$ cat src/rtl/id_ex_stage_pkg.sv
// id_ex_stage_pkg: shared definitions for the ID/EX pipeline stage.
//   - ALUOp encodings driven by the decoder
//   - control bundle carried from ID to EX, and its width
//   - the all-zero bubble used when EX must receive a no-op
package id_ex_stage_pkg;

  localparam logic [1:0] ALUOP_ADD   = 2'b00;  // loads/stores: address add
  localparam logic [1:0] ALUOP_SUB   = 2'b01;  // branch compare
  localparam logic [1:0] ALUOP_RTYPE = 2'b10;  // decode from funct field
  localparam logic [1:0] ALUOP_IMM   = 2'b11;  // immediate arithmetic/logic

  typedef struct packed {
    logic       reg_write;
    logic       mem_read;
    logic       mem_write;
    logic       mem_to_reg;
    logic       alu_src;
    logic       reg_dst;
    logic [1:0] alu_op;
  } ctrl_t;

  localparam int    CTRL_W      = $bits(ctrl_t);
  localparam ctrl_t CTRL_BUBBLE = '0;

endpackage

$ cat src/rtl/id_ex_stage_hazard_detect.sv
// hazard_detect: purely combinational load-use hazard compare.
// Ports:
//   ex_valid_i, ex_mem_read_i, ex_rt_addr_i : instruction currently in EX
//   id_valid_i, id_rs_addr_i, id_rt_addr_i  : instruction currently in ID
//   hazard_o                                : ID reads the register EX is loading
module hazard_detect (
  input  logic       ex_valid_i,
  input  logic       ex_mem_read_i,
  input  logic [4:0] ex_rt_addr_i,
  input  logic       id_valid_i,
  input  logic [4:0] id_rs_addr_i,
  input  logic [4:0] id_rt_addr_i,
  output logic       hazard_o
);

  logic addr_match;
  logic ex_is_load;

  // $0 is hard-wired to zero, so a load targeting it never creates a dependence.
  assign ex_is_load = ex_valid_i & ex_mem_read_i & (ex_rt_addr_i != 5'd0);
  assign addr_match = (ex_rt_addr_i == id_rs_addr_i) | (ex_rt_addr_i == id_rt_addr_i);
  assign hazard_o   = ex_is_load & id_valid_i & addr_match;

endmodule

$ cat src/rtl/id_ex_stage.sv
// id_ex_stage: ID/EX pipeline register with load-use stall detection and a
// saturating stall-cycle counter.
// Ports:
//   clk_i, rst_i (async, active-low)
//   RSdata_i/RTdata_i/imm_i, RSaddr_i/RTaddr_i/RDaddr_i, control bits, valid_i : ID slot
//   flush_i : squash the ID instruction (taken branch/jump)
//   hold_i  : freeze the whole stage (downstream memory wait)
//   *_o     : registered EX-side copies, one cycle after ID
//   stall_o : combinational load-use stall to PC and IF/ID
//   stall_cnt_o : saturating count of cycles in which a stall was taken
// valid semantics: valid_o=1 means the EX slot holds a real instruction; a
// bubble has valid_o=0 with every control bit, datum and address zero.
module id_ex_stage
  import id_ex_stage_pkg::*;
#(
  parameter int DATA_W = 32,
  parameter int CNT_W  = 16
) (
  input  logic              clk_i,
  input  logic              rst_i,
  input  logic [DATA_W-1:0] RSdata_i,
  input  logic [DATA_W-1:0] RTdata_i,
  input  logic [4:0]        RSaddr_i,
  input  logic [4:0]        RTaddr_i,
  input  logic [4:0]        RDaddr_i,
  input  logic [DATA_W-1:0] imm_i,
  input  logic              RegWrite_i,
  input  logic              MemRead_i,
  input  logic              MemWrite_i,
  input  logic              MemtoReg_i,
  input  logic              ALUSrc_i,
  input  logic              RegDst_i,
  input  logic [1:0]        ALUOp_i,
  input  logic              valid_i,
  input  logic              flush_i,
  input  logic              hold_i,
  output logic [DATA_W-1:0] RSdata_o,
  output logic [DATA_W-1:0] RTdata_o,
  output logic [DATA_W-1:0] imm_o,
  output logic [4:0]        RSaddr_o,
  output logic [4:0]        RTaddr_o,
  output logic [4:0]        RDaddr_o,
  output logic              RegWrite_o,
  output logic              MemRead_o,
  output logic              MemWrite_o,
  output logic              MemtoReg_o,
  output logic              ALUSrc_o,
  output logic              RegDst_o,
  output logic [1:0]        ALUOp_o,
  output logic              valid_o,
  output logic              stall_o,
  output logic [CNT_W-1:0]  stall_cnt_o
);

  logic [DATA_W-1:0] rs_data_q, rs_data_d;
  logic [DATA_W-1:0] rt_data_q, rt_data_d;
  logic [DATA_W-1:0] imm_q, imm_d;
  logic [4:0]        rs_addr_q, rs_addr_d;
  logic [4:0]        rt_addr_q, rt_addr_d;
  logic [4:0]        rd_addr_q, rd_addr_d;
  ctrl_t             ctrl_q, ctrl_d;
  logic              valid_q, valid_d;
  logic [CNT_W-1:0]  stall_cnt_q, stall_cnt_d;

  ctrl_t ctrl_in;
  logic  hazard;

  assign ctrl_in = '{reg_write:  RegWrite_i, mem_read: MemRead_i, mem_write: MemWrite_i,
                     mem_to_reg: MemtoReg_i, alu_src:  ALUSrc_i,  reg_dst:   RegDst_i,
                     alu_op:     ALUOp_i};

  hazard_detect u_hazard_detect (
    .ex_valid_i    (valid_q),
    .ex_mem_read_i (ctrl_q.mem_read),
    .ex_rt_addr_i  (rt_addr_q),
    .id_valid_i    (valid_i),
    .id_rs_addr_i  (RSaddr_i),
    .id_rt_addr_i  (RTaddr_i),
    .hazard_o      (hazard)
  );

  // A flush already discards the dependent instruction, so no stall is needed.
  assign stall_o = hazard & ~flush_i;

  always_comb begin
    rs_data_d   = rs_data_q;
    rt_data_d   = rt_data_q;
    imm_d       = imm_q;
    rs_addr_d   = rs_addr_q;
    rt_addr_d   = rt_addr_q;
    rd_addr_d   = rd_addr_q;
    ctrl_d      = ctrl_q;
    valid_d     = valid_q;
    stall_cnt_d = stall_cnt_q;

    if (hold_i) begin
      // freeze everything, counter included
    end else if (flush_i || stall_o) begin
      rs_data_d = '0;
      rt_data_d = '0;
      imm_d     = '0;
      rs_addr_d = '0;
      rt_addr_d = '0;
      rd_addr_d = '0;
      ctrl_d    = CTRL_BUBBLE;
      valid_d   = 1'b0;
      if (stall_o && (stall_cnt_q != {CNT_W{1'b1}})) begin
        stall_cnt_d = stall_cnt_q + 1'b1;
      end
    end else begin
      rs_data_d = RSdata_i;
      rt_data_d = RTdata_i;
      imm_d     = imm_i;
      rs_addr_d = RSaddr_i;
      rt_addr_d = RTaddr_i;
      rd_addr_d = RDaddr_i;
      ctrl_d    = valid_i ? ctrl_in : CTRL_BUBBLE;
      valid_d   = valid_i;
    end
  end

  always_ff @(posedge clk_i or negedge rst_i) begin
    if (!rst_i) begin
      rs_data_q   <= '0;
      rt_data_q   <= '0;
      imm_q       <= '0;
      rs_addr_q   <= '0;
      rt_addr_q   <= '0;
      rd_addr_q   <= '0;
      ctrl_q      <= CTRL_BUBBLE;
      valid_q     <= 1'b0;
      stall_cnt_q <= '0;
    end else begin
      rs_data_q   <= rs_data_d;
      rt_data_q   <= rt_data_d;
      imm_q       <= imm_d;
      rs_addr_q   <= rs_addr_d;
      rt_addr_q   <= rt_addr_d;
      rd_addr_q   <= rd_addr_d;
      ctrl_q      <= ctrl_d;
      valid_q     <= valid_d;
      stall_cnt_q <= stall_cnt_d;
    end
  end

  assign RSdata_o    = rs_data_q;
  assign RTdata_o    = rt_data_q;
  assign imm_o       = imm_q;
  assign RSaddr_o    = rs_addr_q;
  assign RTaddr_o    = rt_addr_q;
  assign RDaddr_o    = rd_addr_q;
  assign RegWrite_o  = ctrl_q.reg_write;
  assign MemRead_o   = ctrl_q.mem_read;
  assign MemWrite_o  = ctrl_q.mem_write;
  assign MemtoReg_o  = ctrl_q.mem_to_reg;
  assign ALUSrc_o    = ctrl_q.alu_src;
  assign RegDst_o    = ctrl_q.reg_dst;
  assign ALUOp_o     = ctrl_q.alu_op;
  assign valid_o     = valid_q;
  assign stall_cnt_o = stall_cnt_q;

endmodule

$ cat config.mk
export PLATFORM = sky130hd
export DESIGN_NAME = id_ex_stage
export DESIGN_NICKNAME = d
export VERILOG_FILES = /design/src/rtl/id_ex_stage_pkg.sv /design/src/rtl/id_ex_stage_hazard_detect.sv /design/src/rtl/id_ex_stage.sv
export SDC_FILE = /design/constraint.sdc
export NUM_CORES = 1
export LEC_CHECK = 0
export CAP_MARGIN = 20
export CORE_ASPECT_RATIO = 2
export CORE_MARGIN = 4
export CORE_UTILIZATION = 43
export DETAILED_ROUTE_END_ITERATION = 16
export PLACE_DENSITY = 0.86
export SYNTH_ARGS = -nofsm -noshare
export SYNTH_HDL_FRONTEND = slang
export SYNTH_SLANG_ARGS = --single-unit
$ cat constraint.sdc
create_clock -name clk_i -period 3.45 [get_ports clk_i]
set_clock_uncertainty 0.05 [all_clocks]
set_input_delay 0.5175 -clock clk_i [delete_from_list [all_inputs] [get_ports clk_i]]
set_output_delay 0.5175 -clock clk_i [all_outputs]
set_load 0.1 [all_outputs]
==> results of run 1 <==
-- power by group through the flow --
stage / logic, µW / clock network [µW] / registers (µW)
6_report: 1390 / 1880 / 1770
2_1_floorplan: 155 / 0 / 2580
4_1_cts: 1400 / 1910 / 1770
3_3_place_gp: 1380 / 0 / 1790
5_1_grt: 1430 / 1990 / 1780
3_5_place_dp: 1390 / 0 / 1800
-- flip-flops by register name (all words and copies together) (netlist names) --
| register | flops |
|---|---|
| RSdata_o | 32 |
| RTdata_o | 32 |
| imm_o | 32 |
| stall_cnt_o | 16 |
| RDaddr_o | 5 |
| RSaddr_o | 5 |
| RTaddr_o | 5 |
| ALUOp_o | 2 |
| ALUSrc_o | 1 |
| MemRead_o | 1 |
| MemWrite_o | 1 |
| MemtoReg_o | 1 |
| RegDst_o | 1 |
| RegWrite_o | 1 |
| valid_o | 1 |
-- worst reg2reg max path, delay by kind of cell (launching register included) --
kind / cells / cell delay, ns
simple gates: 4 / 1.42
flops: 1 / 0.45
fa+ha+maj: 1 / 0.26
xor+xnor: 1 / 0.24
compound gates: 1 / 0.12
-- metal layers --
| layer | vias up | track usage [%] | part of all wire, % |
|---|---|---|---|
| met4 | 0 | 10.2 | 4.0 |
| met1 | 2109 | 26.4 | 36 |
| li1 | 1868 | - | - |
| met3 | 36 | 7.80 | 7.5 |
| met5 | - | 0 | 0 |
| met2 | 204 | 39.4 | 52 |
-- placed cells by master (no fill, tap or decap), drive strengths merged --
master	n
clkdlybuf4s50	249
dfrtp	136
a22o	112
xor2	22
clkbuf	17
buf	15
nor3	10
inv	9
a32o	8
nor2	7
nand3	7
clkinv	5
nand2	4
nor4	3
xnor2	3
bufinv	3
or3	2
and3	2
nand4	2
a22oi	1
or4	1
o2111ai	1
o21a	1
o21ai	1
or2	1
mux2	1
ha	1
clkinvlp	1
-- area by class of cell --
type	count	area, µm²	area share, %
Sequential cell	136	3400	40.5
Timing Repair Buffer	264	2620	31.2
Multi-Input combinational cell	190	1570	18.7
Clock buffer	17	425	5.06
Clock inverter	15	189	2.25
Tap cell	145	181	2.16
Inverter	3	11.3	0.134
-- stage by stage --
stage	power, µW	instances
finish	5040	770
global route	5200	770
CTS	5080	770
detailed placement	3190	738
global placement	3170	738
floorplan	2730	358
-- how the worst max path moves through the flow --
stage                                       end                       start  cells after the start
floorplan                               stall_o     RTaddr_o[2]$_DFFE_PN0N_                      4
global placement    stall_cnt_o[15]$_DFFE_PN0P_                     valid_i                      5
detailed placement  stall_cnt_o[15]$_DFFE_PN0P_                     valid_i                      5
CTS                                     stall_o     RTaddr_o[0]$_DFFE_PN0N_                      4
global route        stall_cnt_o[11]$_DFFE_PN0P_  stall_cnt_o[0]$_DFFE_PN0P_                      7
finish                                  stall_o     RTaddr_o[3]$_DFFE_PN0N_                      4
-- cells by family after synthesis --
| kind of cell | share of synthesized area [%] |
|---|---|
| flip-flops | 66.3 |
| AO/OA/AOI/OAI | 21.2 |
| AND/OR/NAND/NOR | 4.41 |
| buffers and inverters | 3.32 |
| XOR/XNOR | 4.27 |
| multiplexers | 0.219 |
| adder cells (fa/ha/maj) | 0.244 |
==> run metrics, run 1 <==
run status=completed; Reg power frac=35.2%; unrepaired setup endpoints after global routing=false; Detail Route Antenna Nets=0; CTS root buf=clkbuf_16; fillcell total=763; Syn. warnings=0; Layout Nets=737; utilization after layout=71.8%; CP max-delay cell=or4_1; Post-Place Worst Slack=0.545 ns; PnR worst setup slack=0.763 ns; vias in the first global route=4636; Tcrit/Tclk final=77.9%; combinational power share=27.6%; Max FO, Critical Path=5; Clock transition at path regs=0.07 ns; RR Startpoint=stall_cnt_o[0]$_DFFE_PN0P_; Netlist cell types=29; GRT Total Usage=23.3%; area leader, netlist=dfrtp_1; post-CTS setup buffer count=0; Worst Path Buf+Inv=1; HP Class=in2async; max cap viols=0; Port Buffers=260; htree depth=4; fraction of layout cells with a size suffix above 1=8.96%; GRT overflow=0; DR WL/cell=20.8 µm; DP Wirelength=11.3 mm; CP startpoint kind=register; CTS tree=done; hold-fix buffers at CTS=0; first-pass GRT wire length=25.0 mm; Achievable Freq=0.372 GHz; setup violators final=0; Worst path top cell family by delay=simple AND/OR/NAND/NOR gates; Worst EP required=2.88 ns; die width=85.3 µm; part of the power in the clock network=37.3%; Gate Count Post-Synth=358; CP Class=reg2out; Residual DRC=0; 1st-iter DRT viols=186; sw power=1800 µW; register area share after synthesis=66.3%; leakage power=0.00378 µW; via count=4217; Slowest Stage Delay on Critical Path=0.57 ns; placed inst area=7790 µm²; Yosys top cell area share=66.3%; Yosys reg bits=136; WHS=0.103 ns; largest net degree at the start of global routing=121; fin crit period=2.69 ns; initial antenna violation count=0; Ports=261; GP Congestion=0.822; Critical R2R Capture=stall_cnt_o[11]$_DFFE_PN0P_; Mapped Area=5130 µm²; top_reg_cell synth=dfrtp_1; clk_lat worst skew=0.41 ns; die height=163 µm; R2R Setup Slk=0.83 ns; worst path cell trace=or4_1, o2111ai_1, nor3_2, buf_4; die area=13900 µm²; Inserted Diodes=0; most common cell in the netlist=dfrtp_1; Starting Density=43.9%; P per Cell Area=600 nW/µm²; area delta synth->final=63.7%; Worst EP arrival=2.12 ns; clk buf depth=2; CP endpoint kind=output pin; Resize count post-CTS=0; core area=11700 µm²; Avg Inst Size Synth=14.3 µm²; worst slew pin tran=1.05 ns; asr flop ratio synth=100%; Hold Violations, Final=0; cells on worst reg2reg path=7; synth cell count leaders=dfrtp_1, a22o_1, xor2_1; Fin Setup TNS=0 ns; final slew viol count=0; clk sinks=136; Non-Filler Cell Area, Final=8400 µm²; top cells by area, synth=dfrtp_1, a22o_1, xor2_1; vias per cell=5.48; Post-synth EDFFs=0; Syn Nets=483; Slew HR=29.8%; first drt pass iteration count=4; CTS Buf Count=17; Int Power=3240 µW; VDD IR-drop max=0.432 mV; num rows=56; Net Sw Frac=35.7%; Post-Route WL=16.0 mm
No activity file was read; power rests on OpenSTA's default activity.
==> inputs of run 2 (changes only) <==
--- a/config.mk
+++ b/config.mk
@@ -8,9 +8,9 @@
 export CAP_MARGIN = 20
 export CORE_ASPECT_RATIO = 2
 export CORE_MARGIN = 4
-export CORE_UTILIZATION = 43
+export CORE_UTILIZATION = 36
 export DETAILED_ROUTE_END_ITERATION = 16
-export PLACE_DENSITY = 0.86
+export PLACE_DENSITY = 0.76
 export SYNTH_ARGS = -nofsm -noshare
 export SYNTH_HDL_FRONTEND = slang
 export SYNTH_SLANG_ARGS = --single-unit
==> constraint.sdc (replaced) <==
create_clock -name clk_i -period 2.2 [get_ports clk_i]
set_clock_uncertainty 0.05 [all_clocks]
set_input_delay 0.33 -clock clk_i [delete_from_list [all_inputs] [get_ports clk_i]]
set_output_delay 0.33 -clock clk_i [all_outputs]
set_load 0.1 [all_outputs]
==> run 2 against run 1 <==
Effect of this change: the flow now finishes with violations (setup timing); die area up 18%; global-route usage decreased by 2.3 points; sequential share of layout area fell by 1.6 points.
==> run metrics, run 2 (synthesis gave the netlist of run 1 again) <==
run status=complete, but fails checks; failing checks=setup timing; clk buf depth=2; most frequent cells in the layout=buf_4, clkdlybuf4s50_1, dfrtp_1, a22o_1, clkbuf_16; Ports=261; Slew HR=64.2%; leakage power=0.00430 µW; Inserted Diodes=0; P per Cell Area=897 nW/µm²; DR WL/cell=21.5 µm; unrepaired setup endpoints after global routing=true; FF/Latch Area=3440 µm²; via count=4398; CTS root buf=clkbuf_16; DP Wirelength=12.1 mm; RR Startpoint=RTaddr_o[4]$_DFFE_PN0N_; initial antenna violation count=0; 1st-iter DRT viols=164; CTS Buf Count=17; htree depth=4; placed inst area=7760 µm²; CP startpoint kind=register; vias in the first global route=4718; Clock transition at path regs=0.06 ns; Non-Filler Cell Area, Final=8850 µm²; Worst EP required=1.82 ns; die width=92.4 µm; fraction of layout cells with a size suffix above 1=37.7%; Residual DRC=0; Tcrit/Tclk final=109%; Post-Route WL=18.3 mm; first drt pass iteration count=6; final slew viol count=0; GRT Total Usage=21.0%; Achievable Freq=0.417 GHz; vias per cell=5.16; area of the multi-input gates=1680 µm²; Port Buffers=260; clk_lat worst skew=0.41 ns; VDD IR-drop max=0.540 mV; CTS tree=done; Total Power=7940 µW; area delta synth->final=72.4%; first-pass GRT wire length=26.4 mm; die height=177 µm; Setup crit start=RTaddr_o[4]$_DFFE_PN0N_; GRT overflow=0; CP endpoint kind=output pin; max cap viols=0; Layout Nets=775; HP Class=in2async; core area=14000 µm²; Worst EP arrival=2.02 ns; largest net degree at the start of global routing=121; fillcell total=1073; PnR worst setup slack=-0.199 ns; clk sinks=136; fin crit period=2.40 ns; Hold Violations, Final=0; die area=16300 µm²; Detail Route Antenna Nets=0; Max FO, Critical Path=5; commonest non-fill, non-tap cell in the layout=buf_4; num rows=61; Post-Place Worst Slack=-0.258 ns; Critical R2R Capture=RSdata_o[28]$_DFFE_PN0N_; CP Class=reg2out; cells on worst reg2reg path=8; setup violators final=123; GP Congestion=0.815; R2R Setup Slk=-0.12 ns; Starting Density=36.7%; worst slew pin tran=0.537 ns
-- run 2: cell count changes in the layout (fill, tap and decap cells not counted), moves of 5 or more --
cell | previous run | this run
buf_4 | 13 | 153
dfrtp_1 | 136 | 116
dfrtp_2 | 0 | 14
dfrtp_4 | 0 | 6
clkdlybuf4s50_1 | 249 | 121
buf_12 | 1 | 6
clkbuf_16 | 17 | 25
buf_6 | 1 | 9
-- run 2: worst max-delay path, cell delays in order (launching register included) --
cell,delay [ns]
dfrtp_4,0.50
or4_4,0.57
o2111ai_4,0.22
buf_6,0.13
nor3_4,0.04
buf_12,0.16
-- run 2: routing by layer --
metal	share of wire [%]	wire, µm	global-route usage [%]	up-vias
met5	0	0	0	-
met4	2.7	495	7.69	0
met3	6.3	1150	6.17	35
met2	58	10500	39.0	210
met1	33	6110	21.9	2201
li1	-	-	-	1952
-- run 2: how the worst max path moves through the flow --
stage                                  end  slack, ns  cells past startpoint
2_1_floorplan                      stall_o      -0.13                      4
3_5_place_dp   stall_cnt_o[13]$_DFFE_PN0P_      -0.26                      8
5_1_grt                            stall_o      -0.27                      5
6_report                           stall_o      -0.20                      5
3_3_place_gp   stall_cnt_o[15]$_DFFE_PN0P_      -0.23                      8
4_1_cts                            stall_o      -0.23                      5
-- run 2: what timing repair did --
| action | in CTS | in global routing |
|---|---|---|
| endpoints found under the hold margin | 51 | 0 |
| cloned | 1 | 11 |
| setup endpoints to repair | 41 | 106 |
| pin swaps | 2 | 6 |
| hold buffers | 1 | 0 |
| gates resized for setup | 8 | 17 |
| buffers inserted | 2 | 10 |
-- run 2: per-stage QoR --
step | util (%) | setup TNS, ns | hold slack [ns] | instances
2_1_floorplan | - | -0.620 | -0.0156 | 358
3_3_place_gp | 55.6 | -9.74 | 0.257 | 795
3_5_place_dp | 55.6 | -11.36 | 0.270 | 795
4_1_cts | 60.5 | -0.333 | 0.398 | 831
5_1_grt | 63.4 | -17.68 | 0.439 | 852
6_report | 63.4 | -8.40 | 0.404 | 852
-- run 2: area by class of cell --
class	count	area share (%)
clock buffers	19	4.89
clock inverters	13	1.92
inverters	3	0.127
multi-input cells	190	19.0
flip-flops and latches	136	38.9
well taps	189	2.67
repair buffers	302	32.5
-- run 2: report_power, final --
group / leakage (µW) / internal [µW] / switching [µW]
logic: 0.00225 / 632 / 1610
clock network: 0.000296 / 1800 / 1110
registers: 0.00175 / 2670 / 115
total: 0.00430 / 5110 / 2840
==> inputs of run 3 (changes only) <==
--- a/config.mk
+++ b/config.mk
@@ -8,9 +8,11 @@
 export CAP_MARGIN = 20
 export CORE_ASPECT_RATIO = 2
 export CORE_MARGIN = 4
-export CORE_UTILIZATION = 36
+export CORE_UTILIZATION = 50
 export DETAILED_ROUTE_END_ITERATION = 16
-export PLACE_DENSITY = 0.76
+export DONT_BUFFER_PORTS = 1
+export PLACE_DENSITY = 0.68
+export SLEW_MARGIN = 20
 export SYNTH_ARGS = -nofsm -noshare
 export SYNTH_HDL_FRONTEND = slang
 export SYNTH_SLANG_ARGS = --single-unit
==> run 3 against run 2 <==
Effect of this change: flip-flop and latch count is the same; worst setup slack improved by 0.094 ns; final cell count is 18% lower; first-iteration DRC count is 33% higher; critical path type unchanged; global-route usage rose by 3.9 points; die area is 26% lower; final area decreased by 11%; count of clock-buffer cells in the layout is 1 lower; clock power grew 8.9%; the flow finishes with violations (hold timing, setup timing); fmax up 4.1%.
==> run metrics, run 3 (synthesis gave the netlist of run 1 again) <==
die area=12000 µm²; leakage power=0.00398 µW; first drt pass iteration count=4; core area=10100 µm²; CTS tree=done; fraction of layout cells with a size suffix above 1=40.8%; commonest non-fill, non-tap cell in the layout=buf_4; Max FO, Critical Path=4; die width=79.6 µm; Starting Density=50.9%; most frequent cells in the layout=buf_4, dfrtp_1, a22o_1, dlygate4sd3_1, clkbuf_16; GRT overflow=0; num rows=52; vias per cell=5.87; CTS Buf Count=17; Port Buffers=0; clk buf depth=2; worst path cell trace=xor2_1, nor3_2, a22oi_2, buf_4, nor3_4, buf_12; HP Class=in2async; PnR worst setup slack=-0.105 ns; Achievable Freq=0.434 GHz; Residual DRC=0; Layout Nets=678; CP Class=reg2out; failing checks=hold timing, setup timing; CP max-delay cell=dfrtp_4; via count=4108; clk_lat worst skew=0.41 ns; Hold Violations, Final=136; Non-Filler Cell Area, Final=7910 µm²; 1st-iter DRT viols=218; largest net degree at the start of global routing=137; htree depth=4; initial antenna violation count=1; grt met3 use=7.74%; worst slew pin tran=0.918 ns; Post-Place Worst Slack=-0.0144 ns; Ports=261; setup violators final=7; VDD IR-drop max=1.03 mV; WHS=-0.435 ns; Detail Route Antenna Nets=0; GRT met2 Usage=42.8%; first-pass GRT wire length=22.7 mm; clk sinks=136; GP Congestion=0.767; DP Wirelength=9.71 mm; Most Used Layer, Global Route=met2; run status=complete, but fails checks; fin crit period=2.30 ns; Slowest Stage Delay on Critical Path=0.49 ns; Cells after DPL=601; max cap viols=0; CTS root buf=clkbuf_16; Worst EP required=1.82 ns; Worst EP arrival=1.92 ns; met1 Use GR=27.2%; CP startpoint kind=register; Slew HR=38.8%; die height=151 µm; DR WL/cell=24.1 µm; CP endpoint kind=output pin; Fin Setup TNS=-0.229 ns; final slew viol count=0; P per Cell Area=1000 nW/µm²; vias in the first global route=4309; GRT Total Usage=24.9%; Clock transition at path regs=0.06 ns; Final Non-Filler Cells=700; Post-Route WL=16.9 mm; unrepaired setup endpoints after global routing=true; area delta synth->final=54.2%; Tcrit/Tclk final=105%; placed inst area=6330 µm²
-- run 3: repair_timing --
item | in CTS | in global routing
resized for setup | 4 | 28
hold buffers | 48 | 1
pin swaps | 5 | 11
endpoints found under the hold margin | 184 | 137
setup endpoints to repair | 2 | 93
setup buffers | 2 | 7
cloned | 0 | 10
-- run 3: cell type report --
class / instances / area, µm²
Multi-Input combinational cell: 190 / 1750
Antenna cell: 1 / 2.50
Fill cell: 576 / 2170
Tap cell: 135 / 169
Clock buffer: 18 / 429
Clock inverter: 12 / 228
Sequential cell: 136 / 3440
Timing Repair Buffer: 205 / 1880
Inverter: 3 / 11.3
-- run 3: final timing paths --
check | from | end | slack (ns) | cells past startpoint
setup / recovery | RTaddr_o[2]$_DFFE_PN0N_ | stall_o | -0.10 | 6
hold / removal | rst_i | imm_o[31]$_DFFE_PN0N_ | -0.43 | 0
setup reg to reg | stall_cnt_o[1]$_DFFE_PN0P_ | stall_cnt_o[15]$_DFFE_PN0P_ | -0.07 | 4
hold reg to reg | imm_o[9]$_DFFE_PN0N_ | imm_o[9]$_DFFE_PN0N_ | 0.46 | 1
max in group asynchronous | rst_i | RTaddr_o[4]$_DFFE_PN0N_ | 2.29 | 0
min in group clk_i | RSdata_i[13] | RSdata_o[13]$_DFFE_PN0N_ | 0.01 | 1
-- run 3: where the power goes --
part	switching (µW)	total [µW]	leakage, µW	internal [µW]
Clock	1050	3170	0.000316	2120
Sequential	140	2810	0.00175	2670
Combinational	1470	1930	0.00191	464
Total	2660	7910	0.00398	5250
-- run 3: critical path: cells and delay by family, from the launching register on --
kind,cells,cell delay [ns]
flip-flops,1,0.49
buffers and inverters,2,0.35
AND/OR/NAND/NOR,2,0.40
AO/OA/AOI/OAI,1,0.11
XOR/XNOR,1,0.16
-- run 3: layer usage --
layer | vias to the layer above | wire (µm) | share of wire [%]
met5 | - | 0 | 0
met4 | 0 | 693 | 4.1
met3 | 51 | 1180 | 7.0
met2 | 218 | 9250 | 55
met1 | 2097 | 5790 | 34
li1 | 1742 | - | -
-- run 3: through the flow --
stage          utilization, %  power [µW]
2_1_floorplan               -        4290
5_1_grt                  78.5        8110
3_3_place_gp             62.7        4600
4_1_cts                  74.4        7860
6_report                 78.5        7910
3_5_place_dp             62.7        4620
